## src/rtl/uart_tx_pb.sv

```systemverilog
// PicoBlaze UART transmit engine: pops the TX FIFO and shifts each byte
// out as an 8N1/8N2 frame, LSB first, timed by an oversampled baud tick.
module uart_tx_pb #(
  parameter int OVERSAMPLE = 16,
  parameter int STOP_BITS  = 1
) (
  input  logic        clk,
  input  logic        reset,
  input  logic        enable,
  input  logic [15:0] uart_clock_divide,
  input  logic [7:0]  tx_fifo_data,
  input  logic        tx_data_present,
  output logic        tx_buffer_read,
  output logic        serial_out,
  output logic        busy,
  output logic        tx_done
);

  localparam int TW = (OVERSAMPLE > 1) ? $clog2(OVERSAMPLE) : 1;
  localparam logic [TW-1:0] LAST_TICK = TW'(OVERSAMPLE - 1);
  localparam logic LAST_STOP = (STOP_BITS == 2);

  typedef enum logic [1:0] {
    IDLE,
    START,
    DATA,
    STOP
  } state_t;

  state_t        state;
  logic [15:0]   div_l;
  logic [15:0]   baud_cnt;
  logic [TW-1:0] tick_cnt;
  logic [2:0]    bit_idx;
  logic          stop_cnt;
  logic [7:0]    shift;
  logic          tick;
  logic          bit_end;

  assign tick    = (baud_cnt == div_l);
  assign bit_end = tick && (tick_cnt == LAST_TICK);

  always_ff @(posedge clk or posedge reset) begin
    if (reset) begin
      state          <= IDLE;
      div_l          <= '0;
      baud_cnt       <= '0;
      tick_cnt       <= '0;
      bit_idx        <= '0;
      stop_cnt       <= 1'b0;
      shift          <= '0;
      tx_buffer_read <= 1'b0;
      serial_out     <= 1'b1;
      busy           <= 1'b0;
      tx_done        <= 1'b0;
    end else begin
      tx_buffer_read <= 1'b0;
      tx_done        <= 1'b0;
      // counters wrap on their own, so they are already zero at frame end
      if (state != IDLE) begin
        baud_cnt <= tick ? '0 : baud_cnt + 16'd1;
        if (tick)
          tick_cnt <= (tick_cnt == LAST_TICK) ? '0 : tick_cnt + 1'b1;
      end
      unique case (state)
        IDLE: begin
          serial_out <= 1'b1;
          busy       <= 1'b0;
          if (enable && tx_data_present) begin
            shift          <= tx_fifo_data;
            div_l          <= uart_clock_divide;
            serial_out     <= 1'b0;
            busy           <= 1'b1;
            tx_buffer_read <= 1'b1;
            baud_cnt       <= '0;
            tick_cnt       <= '0;
            bit_idx        <= '0;
            stop_cnt       <= 1'b0;
            state          <= START;
          end
        end
        START: begin
          if (bit_end) begin
            serial_out <= shift[0];
            state      <= DATA;
          end
        end
        DATA: begin
          if (bit_end) begin
            if (bit_idx == 3'd7) begin
              serial_out <= 1'b1;
              state      <= STOP;
            end else begin
              shift      <= {1'b0, shift[7:1]};
              serial_out <= shift[1];
              bit_idx    <= bit_idx + 3'd1;
            end
          end
        end
        STOP: begin
          if (bit_end) begin
            if (stop_cnt == LAST_STOP) begin
              tx_done <= 1'b1;
              busy    <= 1'b0;
              state   <= IDLE;
            end else begin
              stop_cnt <= 1'b1;
            end
          end
        end
        default: state <= IDLE;
      endcase
    end
  end

endmodule

```

## config.mk

```make
export PLATFORM = sky130hd
export DESIGN_NAME = uart_tx_pb
export DESIGN_NICKNAME = d
export VERILOG_FILES = /design/src/rtl/uart_tx_pb.sv
export SDC_FILE = /design/constraint.sdc
export NUM_CORES = 1
export LEC_CHECK = 0
export ABC_AREA = 1
export BUFFER_PORTS_ARGS = -buffer_cell sky130_fd_sc_hd__buf_2
export CAP_MARGIN = 10
export CORE_ASPECT_RATIO = 1.5
export CORE_MARGIN = 4
export CORE_UTILIZATION = 58
export CTS_BUF_LIST = sky130_fd_sc_hd__clkbuf_8 sky130_fd_sc_hd__clkbuf_16
export CTS_CLUSTER_SIZE = 40
export DETAILED_ROUTE_END_ITERATION = 7
export PLACE_DENSITY_LB_ADDON = 0.08
export REMOVE_ABC_BUFFERS = 1
export SYNTH_ARGS = -nofsm -noshare
export SYNTH_HDL_FRONTEND = slang
export SYNTH_SLANG_ARGS = --single-unit
```

## constraint.sdc

```tcl
create_clock -name clk -period 2.39 [get_ports clk]
set_clock_uncertainty 0.1 [all_clocks]
set_input_delay 0.5975 -clock clk [delete_from_list [all_inputs] [get_ports clk]]
set_output_delay 0.5975 -clock clk [all_outputs]
set_load 0.05 [all_outputs]
```

-- Word-level counts from Yosys, hierarchy flattened
Index checks and enable logic that the tools add are counted.
- reduce and logical (&&, ||, !) cells: 13
- eq/ne operators: 13
- $add $sub $neg: 3
- mux-type cells: 41
- operators by type and width (operator ; count):
    two-way mux 16 bit ; 4
    two-way mux 8 bit ; 3
    two-way mux 4 bit ; 5
    adder 16 x 1 -> 16 bit (second input constant) ; 1
    == test 16 bit ; 1
    one-hot mux 8 bit (2 select lines) ; 1
    two-way mux 1 bit ; 14
    != test 2 bit (second input constant) ; 7
    two-way mux 2 bit ; 6
    two-way mux 3 bit ; 3
    AND reduction 3 bit ; 3
    one-hot mux 2 bit (4 select lines) ; 1
    one-hot mux 3 bit (2 select lines) ; 1
    AND reduction 6 bit ; 1
    nonzero test 2 bit ; 3
    adder 4 x 1 -> 4 bit (second input constant) ; 1
    == test 2 bit (second input constant) ; 2
    == test 4 bit (second input constant) ; 1
    one-hot mux 1 bit (2 select lines) ; 2
    AND reduction 4 bit ; 1
    adder 3 x 1 -> 3 bit (second input constant) ; 1
    == test 3 bit (second input constant) ; 1
    one-hot mux 1 bit (3 select lines) ; 1
    nonzero test 3 bit ; 1
    other kinds (4) ; 5
- output and inout bits: 4
- word-level logic and storage cells: 81
- register bits after elaboration: 54

-- Longest topological paths before layout
- depth after elaboration: 6
- gate-level depth with buffers: 12
- depth with buffers taken out: 11

-- Worst setup path after synthesis
Ideal clock, no wire load.
- path type: register -> register
- start point: reg state[0]
- end point: reg div_l[10]
- path slack: 0.722 ns
- arrival time: 1.485 ns
- data required time: 2.207 ns
- clock period less this slack: 1.668 ns
- library setup time: 0.083 ns
- stages on the path, launching flop included: 8
- cell sequence: dfrtp_1 -> inv_1 -> ha_1 -> inv_1 -> nor2_1 -> clkbuf_1 -> nand2_1 -> o21ai_0
- longest elaborated chain between the ends: 2
- RTL lines (item ; RTL line ; text):
    from (decl) ; 30 ; state_t state;
    from (signal assigned) ; 45 ; state <= IDLE;
    from (signal assigned) ; 79 ; state <= START;
    from (signal assigned) ; 85 ; state <= DATA;
    zero test 2 bit ; 65 ; unique case (state)
    AND reduction 2 bit (no source line) ; - ;
    to (signal assigned) ; 71 ; div_l <= uart_clock_divide;
    to (decl) ; 31 ; logic [15:0] div_l;
No other way between the ends.
A chain may end at the register's enable or synchronous reset.

-- Worst setup path after layout
- start point: reg state[0]
- end point: reg shift[6]
- longest elaborated chain between the ends: 3
- RTL lines (item ; RTL line ; text):
    == test 2 bit / zero test 2 bit (equally long branches) ; 65 ;
    != test 2 bit (no source line) / nonzero test 2 bit (equally long branches) ; - ;
    AND reduction 4 bit (no source line) ; - ;
    to (signal assigned) ; 70 ; shift <= tx_fifo_data;
    to (signal assigned) ; 94 ; shift <= {1'b0, shift[7:1]};
    to (decl) ; 36 ; logic [7:0] shift;
Several ways; a longest one is shown, not always the timed one.

==> results.md <==
* CTS Buf Count at 5
* Ant. Diodes at 0
* CTS H-tree lvls at 2
* Synthesized netlist cell count at 355
* Hold WS at 0.2144 ns
* Crit path to: shift[6]$_DFFE_PP0P_
* Clock buffer depth at 2
* Outcome: finished, final reports clean
* Gpl congestion at 0.8989
* Setup crit end kind: flop
* DIE WIDTH at 65.50 um
* Number of synthesized register bits at between 50 and 60
* Die Span Y at 94.25 um
* Min cycle time layout at 2.033 ns
* First-pass GRT wire length at 10720 um
* Final #Nets at ~430
* Die area at 0.006173 sq mm
* Cts hold-fix bufs at 0
* Syn_area_per_cell at 8.103 sq um
* CTS Root Cell: clkbuf_8
* CP Data Arrival Time at 2.13 ns
* MaxCap Viol Count at 0
* Hold Vio Cnt, Final at 0
* Pre-CTS WS at about 0.38 ns
* Count of different cell masters after synthesis at 36
* VDD IR max at 1131 uV
* Part of the cycle the worst path needs at 0.8507
* Max FO, Critical Path at 22
* Critical path's slowest cell: dfrtp_1
* DRC Markers at 0
* Final setup vio count at 0
* Worst Reg-to-Reg Cells at 8
* Worst Setup SP: state[0]$_DFFE_PP0P_
* Area Growth Syn to Fin at 13.18%
* CTS clock-pin slew for the worst setup and hold paths at about 0.090 ns
* Cells along the critical path: inv_1, ha_1, inv_1, nor2_1, inv_1, nand3_4, nand2_1, o21ai_2
* Slowest stage delay, CP at 0.42 ns
* Post-Route Utilization at 0.6769
* Slew Viols, Final at 0
* Slew @ Worst Pin at just over 0.4 ns
* CTS tree: done
* Core area at 0.004810 sq mm
* Crit Reg-Reg Endpoint: shift[6]$_DFFE_PP0P_
* DRT Wirelength at 6000 um
* Total global-route track usage at 0.2209
* Worst r2r src: state[0]$_DFFE_PP0P_
* Most frequent CP cell: inv_1
* Placed cell count at around 450
* Iteration-0 DRC Markers at 152
* Worst Path Class, Setup: reg -> reg
* Vias in the first global route at 2488
* IO Port Bufs at 31
* Largest net degree at the start of global routing at between 50 and 60
* Std cell rows at 31
* CTS sink cnt at 53
* IO Pins at 32
* 1st-pass router iterations at 4
* Synthesized area at ~0.0029 sq mm
* Rel. slew slack at 0.7233
* DR vias at roughly 2400
* Initial antenna violation count at 0
* Worst-Skew Late Latency at roughly 0.31 ns
* Initial cell density of the core at 0.5981
* Placed wire-length estimate at 4450 um
* Post-CTS Setup Bufs at 0
* Hold WC Path Type: in -> async
* Critical Path Start Type: flop
* Worst endpoint required time at 2.49 ns
* Grt total ovfl at 0
* Warnings from Yosys at 0
* Non-Filler Instances at 457
* Final WS setup at 0.3569 ns
* Worst reg-to-reg setup slack at 0.36 ns
* ANT nets after route at 0
* Static leakage at 0.001611 uW
* Post-cts gate resize count at 0
* Avg WL per Cell at between 10 and 15 um
* RSZ-0062 raised after global routing: false
* Share of post-route cells with drive strength above 1 at 0.2020
* Via density per instance at 5.230
* Sequential fraction of the synthesis area at 0.4615
* Fmax at 491.9 MHz
* TNS Setup at 0 ns
* Pwr Density at 1255 mW/mm^2
-- report_power, final --
part           switching (uW)  leakage, uW  internal [uW]
logic                    1170     0.000860            650
clock network             298    0.0000681            416
registers                 285     0.000683           1260
total                    1760      0.00161           2330
-- cells in the final DEF, fill, tap and decap left out, types with 2 or more instances in the layout --
cell / instances
xor2_1: 9
nor2_2: 5
nor2_1: 18
nand4_1: 4
ha_1: 8
o21ai_2: 11
inv_2: 9
inv_1: 38
nor3_1: 4
mux2i_1: 6
buf_2: 31
nand3_1: 11
buf_4: 5
clkbuf_8: 5
bufinv_16: 2
o21ai_0: 31
o22ai_1: 10
dfrtp_1: 52
a21oi_1: 4
nand2_2: 2
nand2_1: 109
-- sequential cells by signal, summed over array words and instances, names as in the netlist --
| register | cells |
|---|---|
| tx_done | 1 |
| tx_buffer_read | 1 |
| serial_out | 1 |
| state | 2 |
| tick_cnt | 4 |
| busy | 1 |
| bit_idx | 3 |
| baud_cnt | 16 |
| div_l | 16 |
| shift | 8 |
-- metrics by stage --
stage	total power, uW	cell area, sq um
2_1_floorplan	2902	2824
3_3_place_gp	3339	3122
3_5_place_dp	3388	3122
4_1_cts	4121	3256
5_1_grt	4474	3256
6_report	4087	3256
-- worst min path at each step --
stage,endpoint,start,cells after the start,slack (ns)
floorplan,shift[2]$_DFFE_PP0P_,shift[2]$_DFFE_PP0P_,2,0.35
global placement,shift[4]$_DFFE_PP0P_,shift[4]$_DFFE_PP0P_,2,0.37
detailed placement,shift[1]$_DFFE_PP0P_,shift[1]$_DFFE_PP0P_,2,0.38
CTS,shift[4]$_DFFE_PP0P_,reset,3,0.23
global route,shift[4]$_DFFE_PP0P_,reset,3,0.24
finish,shift[4]$_DFFE_PP0P_,reset,3,0.21
-- routing by layer --
| layer | global-route usage | wire [um] | share of wire |
|---|---|---|---|
| met1 | 0.2539 | 2459 | 0.41 |
| met2 | 0.4049 | 3240 | 0.54 |
| met3 | 0.03473 | 175 | 0.029 |
| met4 | 0.07958 | 125 | 0.021 |
| met5 | 0 | 0 | 0 |
-- worst max-delay path, delay by kind of cell (launching register included) --
| family | cells | cell delay, ns |
|---|---|---|
| and+or+nand+nor | 3 | 0.55 |
| buffers and inverters | 3 | 0.47 |
| DFF | 1 | 0.42 |
| adders and majority gates | 1 | 0.31 |
| AOI/OAI and AO/OA | 1 | 0.06 |
-- cells by family (layout without fill, tap and decap cells) --
family	Yosys count	count (layout)	share of synthesized area
xor gates and xnor gates	10	10	0.03045
buffers and inverters	56	92	0.07960
adders and majority gates	8	8	0.03480
and+or+nand+nor	162	162	0.2471
DFF	53	53	0.4615
muxes	6	6	0.02088
AOI/OAI and AO/OA	60	60	0.1257
-- synthesized netlist by cell type, drive strengths merged --
master	n	area, sq um
clkbuf	5	20.01
o22ai	10	62.56
xor2	9	78.83
dfstp	1	26.28
nand3	13	82.58
o21bai	1	7.510
o21ai	43	256.5
inv	47	176.4
nand2	111	421.7
nor2	23	96.34
nor4	1	6.260
nor3	6	46.30
buf	4	32.53
xnor2	1	8.760
dfrtp	52	1301
or2	1	6.260
nand4	4	25.02
nor3b	2	20.02
and3	1	6.260
o211ai	1	7.510
a21boi	1	7.510
a21oi	4	20.02
ha	8	100.1
mux2i	6	60.06
-- layout make-up --
cell class | instances | area, sq um
clock inverters | 3 | 65.06
fillers | 465 | 1554
multi-input cells | 246 | 1323
inverters | 47 | 176.4
well taps | 66 | 82.58
repair buffers | 37 | 212.7
clock buffers | 5 | 68.82
flip-flops and latches | 53 | 1328
Power figures use the tool's default switching activity.
